$ cat src/rtl/debounce_pkg.sv
// debounce_pkg
//   Shared types and helpers for the multi-channel switch debouncer.
//   - db_state_t : per-channel filter state. The LO_* states give db=0 and
//                  the HI_* states give db=1.
//   - cnt_width  : width of the per-channel stability counter.
package debounce_pkg;

    typedef enum logic [1:0] {
        LO_STABLE,
        LO_TO_HI,
        HI_STABLE,
        HI_TO_LO
    } db_state_t;

    // The counter holds 0 .. stable_cycles-1. It is kept at least one bit
    // wide, which covers the smallest legal stable_cycles value of 2.
    function automatic int cnt_width(input int stable_cycles);
        return (stable_cycles <= 2) ? 1 : $clog2(stable_cycles);
    endfunction

endpackage

$ cat src/rtl/debounce_chan.sv
// debounce_chan
//   One debouncer channel: synchroniser, stability filter FSM with counter,
//   registered rise/fall pulses and a sticky change flag.
// Ports:
//   clk      in  system clock (rising edge)
//   reset    in  asynchronous active-high reset
//   sw       in  raw asynchronous switch input
//   evt_clr  in  clears evt on the next edge (a new change on that edge wins)
//   db       out debounced level
//   db_rise  out one-cycle pulse in the first cycle that db reads 1
//   db_fall  out one-cycle pulse in the first cycle that db reads 0
//   evt      out sticky flag, set whenever db changes
module debounce_chan
    import debounce_pkg::*;
#(
    parameter int   STABLE_CYCLES = 16,
    parameter int   SYNC_STAGES   = 2,
    parameter logic RESET_LEVEL   = 1'b0
) (
    input  logic clk,
    input  logic reset,
    input  logic sw,
    input  logic evt_clr,
    output logic db,
    output logic db_rise,
    output logic db_fall,
    output logic evt
);

    localparam int CNT_W = cnt_width(STABLE_CYCLES);
    localparam logic [CNT_W-1:0] CNT_LAST = CNT_W'(STABLE_CYCLES - 1);
    localparam db_state_t RESET_STATE = RESET_LEVEL ? HI_STABLE : LO_STABLE;

    logic [SYNC_STAGES-1:0] r_sync;
    logic                   w_sw_s;
    db_state_t              r_state;
    db_state_t              w_state_nxt;
    logic [CNT_W-1:0]       r_cnt;
    logic [CNT_W-1:0]       w_cnt_nxt;
    logic                   w_rise_nxt;
    logic                   w_fall_nxt;
    logic                   r_db;
    logic                   r_rise;
    logic                   r_fall;
    logic                   r_evt;

    // Synchroniser: the filter only ever sees the last stage.
    always_ff @(posedge clk or posedge reset) begin
        if (reset) begin
            r_sync <= {SYNC_STAGES{RESET_LEVEL}};
        end else begin
            r_sync <= {r_sync[SYNC_STAGES-2:0], sw};
        end
    end

    assign w_sw_s = r_sync[SYNC_STAGES-1];

    // The counter records how many consecutive samples have disagreed with
    // db so far. The edge that brings it to STABLE_CYCLES is the acceptance
    // edge, so it never holds more than STABLE_CYCLES-1.
    always_comb begin
        w_state_nxt = r_state;
        w_cnt_nxt   = r_cnt;
        w_rise_nxt  = 1'b0;
        w_fall_nxt  = 1'b0;
        case (r_state)
            LO_STABLE: begin
                w_cnt_nxt = '0;
                if (w_sw_s) begin
                    w_state_nxt = LO_TO_HI;
                    w_cnt_nxt   = CNT_W'(1);
                end
            end
            LO_TO_HI: begin
                if (!w_sw_s) begin
                    w_state_nxt = LO_STABLE;
                    w_cnt_nxt   = '0;
                end else if (r_cnt == CNT_LAST) begin
                    w_state_nxt = HI_STABLE;
                    w_cnt_nxt   = '0;
                    w_rise_nxt  = 1'b1;
                end else begin
                    w_cnt_nxt = r_cnt + CNT_W'(1);
                end
            end
            HI_STABLE: begin
                w_cnt_nxt = '0;
                if (!w_sw_s) begin
                    w_state_nxt = HI_TO_LO;
                    w_cnt_nxt   = CNT_W'(1);
                end
            end
            HI_TO_LO: begin
                if (w_sw_s) begin
                    w_state_nxt = HI_STABLE;
                    w_cnt_nxt   = '0;
                end else if (r_cnt == CNT_LAST) begin
                    w_state_nxt = LO_STABLE;
                    w_cnt_nxt   = '0;
                    w_fall_nxt  = 1'b1;
                end else begin
                    w_cnt_nxt = r_cnt + CNT_W'(1);
                end
            end
            default: begin
                w_state_nxt = RESET_STATE;
                w_cnt_nxt   = '0;
            end
        endcase
    end

    // db is registered from the next state so that it and the pulses change
    // on the same edge and come straight from flops.
    always_ff @(posedge clk or posedge reset) begin
        if (reset) begin
            r_state <= RESET_STATE;
            r_cnt   <= '0;
            r_db    <= RESET_LEVEL;
            r_rise  <= 1'b0;
            r_fall  <= 1'b0;
            r_evt   <= 1'b0;
        end else begin
            r_state <= w_state_nxt;
            r_cnt   <= w_cnt_nxt;
            r_db    <= (w_state_nxt == HI_STABLE) || (w_state_nxt == HI_TO_LO);
            r_rise  <= w_rise_nxt;
            r_fall  <= w_fall_nxt;
            // A change on this edge takes priority over a clear.
            if (w_rise_nxt || w_fall_nxt) begin
                r_evt <= 1'b1;
            end else if (evt_clr) begin
                r_evt <= 1'b0;
            end
        end
    end

    assign db      = r_db;
    assign db_rise = r_rise;
    assign db_fall = r_fall;
    assign evt     = r_evt;

endmodule

$ cat src/rtl/debounce_multi.sv
// debounce_multi
//   N_CH independent switch debouncers. Each channel is synchronised and then
//   filtered so that db only changes after STABLE_CYCLES consecutive agreeing
//   samples. Each channel also provides rise/fall pulses and a sticky,
//   clearable change flag.
// Ports:
//   clk      in  system clock (rising edge)
//   reset    in  asynchronous active-high reset
//   sw       in  [N_CH] raw asynchronous switch inputs
//   evt_clr  in  [N_CH] per-channel clear of evt
//   db       out [N_CH] debounced levels
//   db_rise  out [N_CH] one-cycle pulse when db goes 0->1
//   db_fall  out [N_CH] one-cycle pulse when db goes 1->0
//   evt      out [N_CH] sticky change flags
module debounce_multi
    import debounce_pkg::*;
#(
    parameter int   N_CH          = 4,
    parameter int   STABLE_CYCLES = 16,
    parameter int   SYNC_STAGES   = 2,
    parameter logic RESET_LEVEL   = 1'b0
) (
    input  logic            clk,
    input  logic            reset,
    input  logic [N_CH-1:0] sw,
    input  logic [N_CH-1:0] evt_clr,
    output logic [N_CH-1:0] db,
    output logic [N_CH-1:0] db_rise,
    output logic [N_CH-1:0] db_fall,
    output logic [N_CH-1:0] evt
);

    for (genvar g = 0; g < N_CH; g++) begin : g_chan
        debounce_chan #(
            .STABLE_CYCLES (STABLE_CYCLES),
            .SYNC_STAGES   (SYNC_STAGES),
            .RESET_LEVEL   (RESET_LEVEL)
        ) u_chan (
            .clk     (clk),
            .reset   (reset),
            .sw      (sw[g]),
            .evt_clr (evt_clr[g]),
            .db      (db[g]),
            .db_rise (db_rise[g]),
            .db_fall (db_fall[g]),
            .evt     (evt[g])
        );
    end

endmodule

$ cat config.mk
export PLATFORM = sky130hd
export DESIGN_NAME = debounce_multi
export DESIGN_NICKNAME = d
export VERILOG_FILES = /design/src/rtl/debounce_pkg.sv /design/src/rtl/debounce_chan.sv /design/src/rtl/debounce_multi.sv
export SDC_FILE = /design/constraint.sdc
export NUM_CORES = 1
export LEC_CHECK = 0
export CORE_UTILIZATION = 29
export DETAILED_ROUTE_END_ITERATION = 12
export PLACE_DENSITY = 0.53
export SETUP_SLACK_MARGIN = 0.2
export SLEW_MARGIN = 20
export SYNTH_ARGS = -nofsm -noshare
export SYNTH_HDL_FRONTEND = slang
export SYNTH_SLANG_ARGS = --single-unit
$ cat constraint.sdc
create_clock -name clk -period 1.36 [get_ports clk]
set_input_delay 0.272 -clock clk [delete_from_list [all_inputs] [get_ports clk]]
set_output_delay 0.272 -clock clk [all_outputs]
set_load 0.005 [all_outputs]
==> impl_metrics.py <==
metrics = {
    "run_status": {
        "outcome": "finished with violations",
        "violations": "design-rule violations",
    },
    "sta": {
        "report.final.setup_viol": 0,
        "hold_violations": 0,
        "max_transition_viols_final": 0,
        "rsz0062_at_grt": "yes",
        "fin_crit_sh_pct": 86.82,
        "final_critical_path_setup_slack_ps": 179.3,
        "setup_total_negative_slack_ps": 0,
        "layout_min_cycle_time_ps": 1181,
        "worstMarginPinSlew_ps": 258.2,
        "worst_hold_slack_ps": 354.6,
        "clock_skew_ps": 8.334,
        "max_slew_margin_pct": 82.79,
        "top_achievable_clock_speed_mhz": 846.9,
    },
    "cells_and_area": {
        "area_of_the_multi_input_gates_um2": 720.7,
        "post_route_cells_drive_above_1_share_pct": 36.81,
        "nNetsFinal": 195,
        "fillCellCount": 616,
        "areaGrowthSynthToFinish_pct": 28.27,
        "diodes": 0,
        "ff_latch_area_um2": 1205,
    },
    "logic_synthesis": {
        "syn-mean-instance-area_um2": 13.22,
        "mappedNetlistNets": 161,
        "synth-seq-area-share_pct": 61.82,
        "synth_warnings": 0,
        "synth.distinct_cells": 23,
        "synthesis.area_um2": 1943,
        "syn_inst": 147,
        "synth_seq_cells": 48,
    },
    "pwr": {
        "power-per-cell-area_nw_per_um2": 1016,
        "clkPwrFrac_pct": 34.4,
        "internal_power_consumption_w": 0.001961,
        "netSwitchingPower_w": 0.0005723,
        "ir_drop_mv": 0.4183,
        "power.combinational.fraction_pct": 6.3,
        "power_switching_share_pct": 22.59,
        "leakage_nw": 1.159,
        "power.sequential.fraction_pct": 59.3,
        "fin_total_pwr_w": 0.002533,
    },
    "route": {
        "drt_first_pass_iters": 8,
        "drtAntennaViolNets": 0,
        "dr_total_vias": 1184,
        "detail_route.wirelength_um": 3562,
        "routed_via_density": 4.571,
        "detailedRoute.firstIterationViolations": 57,
        "route.detailed.wl_per_inst_um": 13.75,
        "drc": 6,
    },
    "setup_path": {
        "r2r_setup_slack_ps": 180,
        "startpoint_class_of_the_critical_path": "flip-flop",
        "cp_max_fo": 5,
        "critical_path.slowest_cell": "dfrtp_2",
        "timing.critical_path.required_ps": 1550,
        "cp.arrival_ps": 1370,
        "critical_path.cell_chain": "ha_4 > nand4_4 > mux2_4",
        "reg2reg_depth": 3,
        "critPathMaxStageDelay_ps": 440,
        "timing.critical_path.to_type": "flip-flop",
        "critical_path_class": "flip-flop to flip-flop",
        "crit-reg2reg-launch": "g_chan[1].u_chan.r_cnt[0]$_DFF_PP0_",
        "critical_path.reg2reg.endpoint": "g_chan[1].u_chan.r_state[1]$_DFF_PP0_",
    },
    "grt": {
        "grt_start_max_net_pins": 49,
        "grt_pass1_wl_um": 5913,
        "globalRouteOverflowTotal": 0,
        "first_global_vias": 1305,
        "grt_use_total_pct": 11.01,
        "antenna_found_initial": 0,
    },
    "cts": {
        "cts_buffer_depth": 2,
        "cts_root_buffer": "clkbuf_8",
        "number_of_cts_inserted_buffers": 5,
        "clk_transition_reported_paths_ps": 90,
        "tritoncts": "done",
        "cts.hold.buffers_added": 0,
        "htreeDepth": 2,
        "clk_latency_ps": 300,
        "clock_tree_sinks": 48,
    },
    "min_path": {
        "hold_path_end": "g_chan[2].u_chan.r_sync[1]$_DFF_PP0_",
        "min_delay_path_depth": 0,
        "min_path_type": "flip-flop to flip-flop",
        "holdCritStartpoint": "g_chan[2].u_chan.r_sync[0]$_DFF_PP0_",
    },
    "placement": {
        "pre_cts_ws_ps": 67.09,
        "place.port_buffers": 25,
        "post-dp-hpwl_um": 2264,
        "gp_routability_congestion": 0.6890,
    },
    "floorplanning": {
        "core-area_um2": 6422,
        "design.portCount": 26,
        "die-height_um": 83.86,
        "fp.dieArea_um2": 7032,
        "die_width_um": 83.86,
        "floorplan.initialDensity_pct": 30.26,
        "std_cell_rows": 29,
    },
    "flow_run": {
        "max_cap_violation_count": 0,
    },
}
[final cells by class]
type / instances / share of cell area, %
well taps: 77 / 3.865
multi-input cells: 74 / 28.92
clock inverters: 1 / 0.3012
inverters: 9 / 1.506
clock buffers: 7 / 3.464
repair buffers: 43 / 13.60
flip-flops and latches: 48 / 48.34
[routing by layer]
layer  track usage, %  up-vias  part of all wire (%)
met1            12.90      596                    44
met3            3.858        7                   5.4
met5                0        -                     0
met2            18.11       29                    49
met4            5.016        0                   1.6
li1                 -      552                     -
[metrics by stage]
stage | area (um2) | instances | utilization, %
3_5_place_dp | 2240 | 234 | 34.87
5_1_grt | 2492 | 259 | 38.81
3_3_place_gp | 2240 | 234 | 34.87
4_1_cts | 2489 | 257 | 38.75
2_1_floorplan | 1993 | 147 | -
6_report | 2492 | 259 | 38.81
[what timing repair did]
item,in CTS,in global routing
resized for setup,51,21
buffers inserted,15,2
setup endpoints to repair,27,25
pin swaps,3,4
[cell usage in the layout, fill, tap and decap left out, drive strengths merged, types with 7 or more instances in the layout]
master,instances
a21oi,9
buf,22
clkbuf,17
clkdlybuf4s50,9
dfrtp,48
inv,8
mux2,8
nor3b,8
xnor2,7
[sequential cells by signal, summed over array words and instances (netlist names)]
register / flops
g_chan.u_chan.db_rise: 4
g_chan.u_chan.db: 4
g_chan.u_chan.evt: 4
g_chan.u_chan.db_fall: 4
g_chan.u_chan.r_cnt: 16
g_chan.u_chan.r_state: 8
g_chan.u_chan.r_sync: 8
[logic make-up (layout without fill, tap and decap cells)]
group,after synthesis,after routing,synth area share (%)
buffers and inverters,25,60,7.920
XOR/XNOR,11,11,5.345
multiplexers,8,8,4.636
adder cells (fa/ha/maj),4,4,2.576
AO/OA/AOI/OAI,20,20,6.439
flip-flops,48,48,61.82
AND/OR/NAND/NOR,31,31,11.27
[cell usage after synthesis]
library cell	n	area share, %
a21boi_2	1	0.58
a21o_1	1	0.39
a21oi_1	9	2.3
a311oi_2	1	0.77
a31oi_1	1	0.32
and2_1	3	0.97
and2_4	1	0.45
and3_1	4	1.3
buf_4	16	6.2
dfrtp_1	48	62
ha_1	4	2.6
inv_1	9	1.7
mux2_1	8	4.6
nand2_1	4	0.77
nand4_2	4	2.6
nand4b_1	3	1.4
nor2_1	4	0.77
nor3b_1	8	3.1
o21ai_0	3	0.77
o22ai_1	4	1.3
xnor2_1	7	3.2
xor2_1	3	1.4
xor2_2	1	0.84
[power groups by stage]
stage	registers [W]	clock network, W	logic [W]
after floorplan	0.00152	0	0.0000732
after global placement	0.00152	0	0.000120
after detailed placement	0.00153	0	0.000127
after CTS	0.00150	0.000911	0.000161
after global routing	0.00151	0.000973	0.000180
final	0.00150	0.000872	0.000159
[critical path, delay by kind of cell (launching register included)]
family | cells | cell delay [ps]
adder cells (fa/ha/maj) | 1 | 180
multiplexers | 1 | 310
flip-flops | 1 | 440
AND/OR/NAND/NOR | 1 | 130
[worst max-delay path by stage]
stage                                                    from                               endpoint  slack [ps]
after floorplan           g_chan[3].u_chan.r_cnt[0]$_DFF_PP0_          g_chan[3].u_chan.db$_DFF_PP0_         200
after global placement    g_chan[2].u_chan.r_cnt[0]$_DFF_PP0_          g_chan[2].u_chan.db$_DFF_PP0_         150
final                     g_chan[1].u_chan.r_cnt[0]$_DFF_PP0_  g_chan[1].u_chan.r_state[1]$_DFF_PP0_         180
after global routing      g_chan[3].u_chan.r_cnt[1]$_DFF_PP0_  g_chan[3].u_chan.r_state[1]$_DFF_PP0_         150
after CTS                    g_chan[1].u_chan.evt$_DFFE_PP0P_                                 evt[1]         160
after detailed placement  g_chan[2].u_chan.r_cnt[0]$_DFF_PP0_  g_chan[2].u_chan.r_state[1]$_DFF_PP0_          70
(Power assumes the default switching activity.)
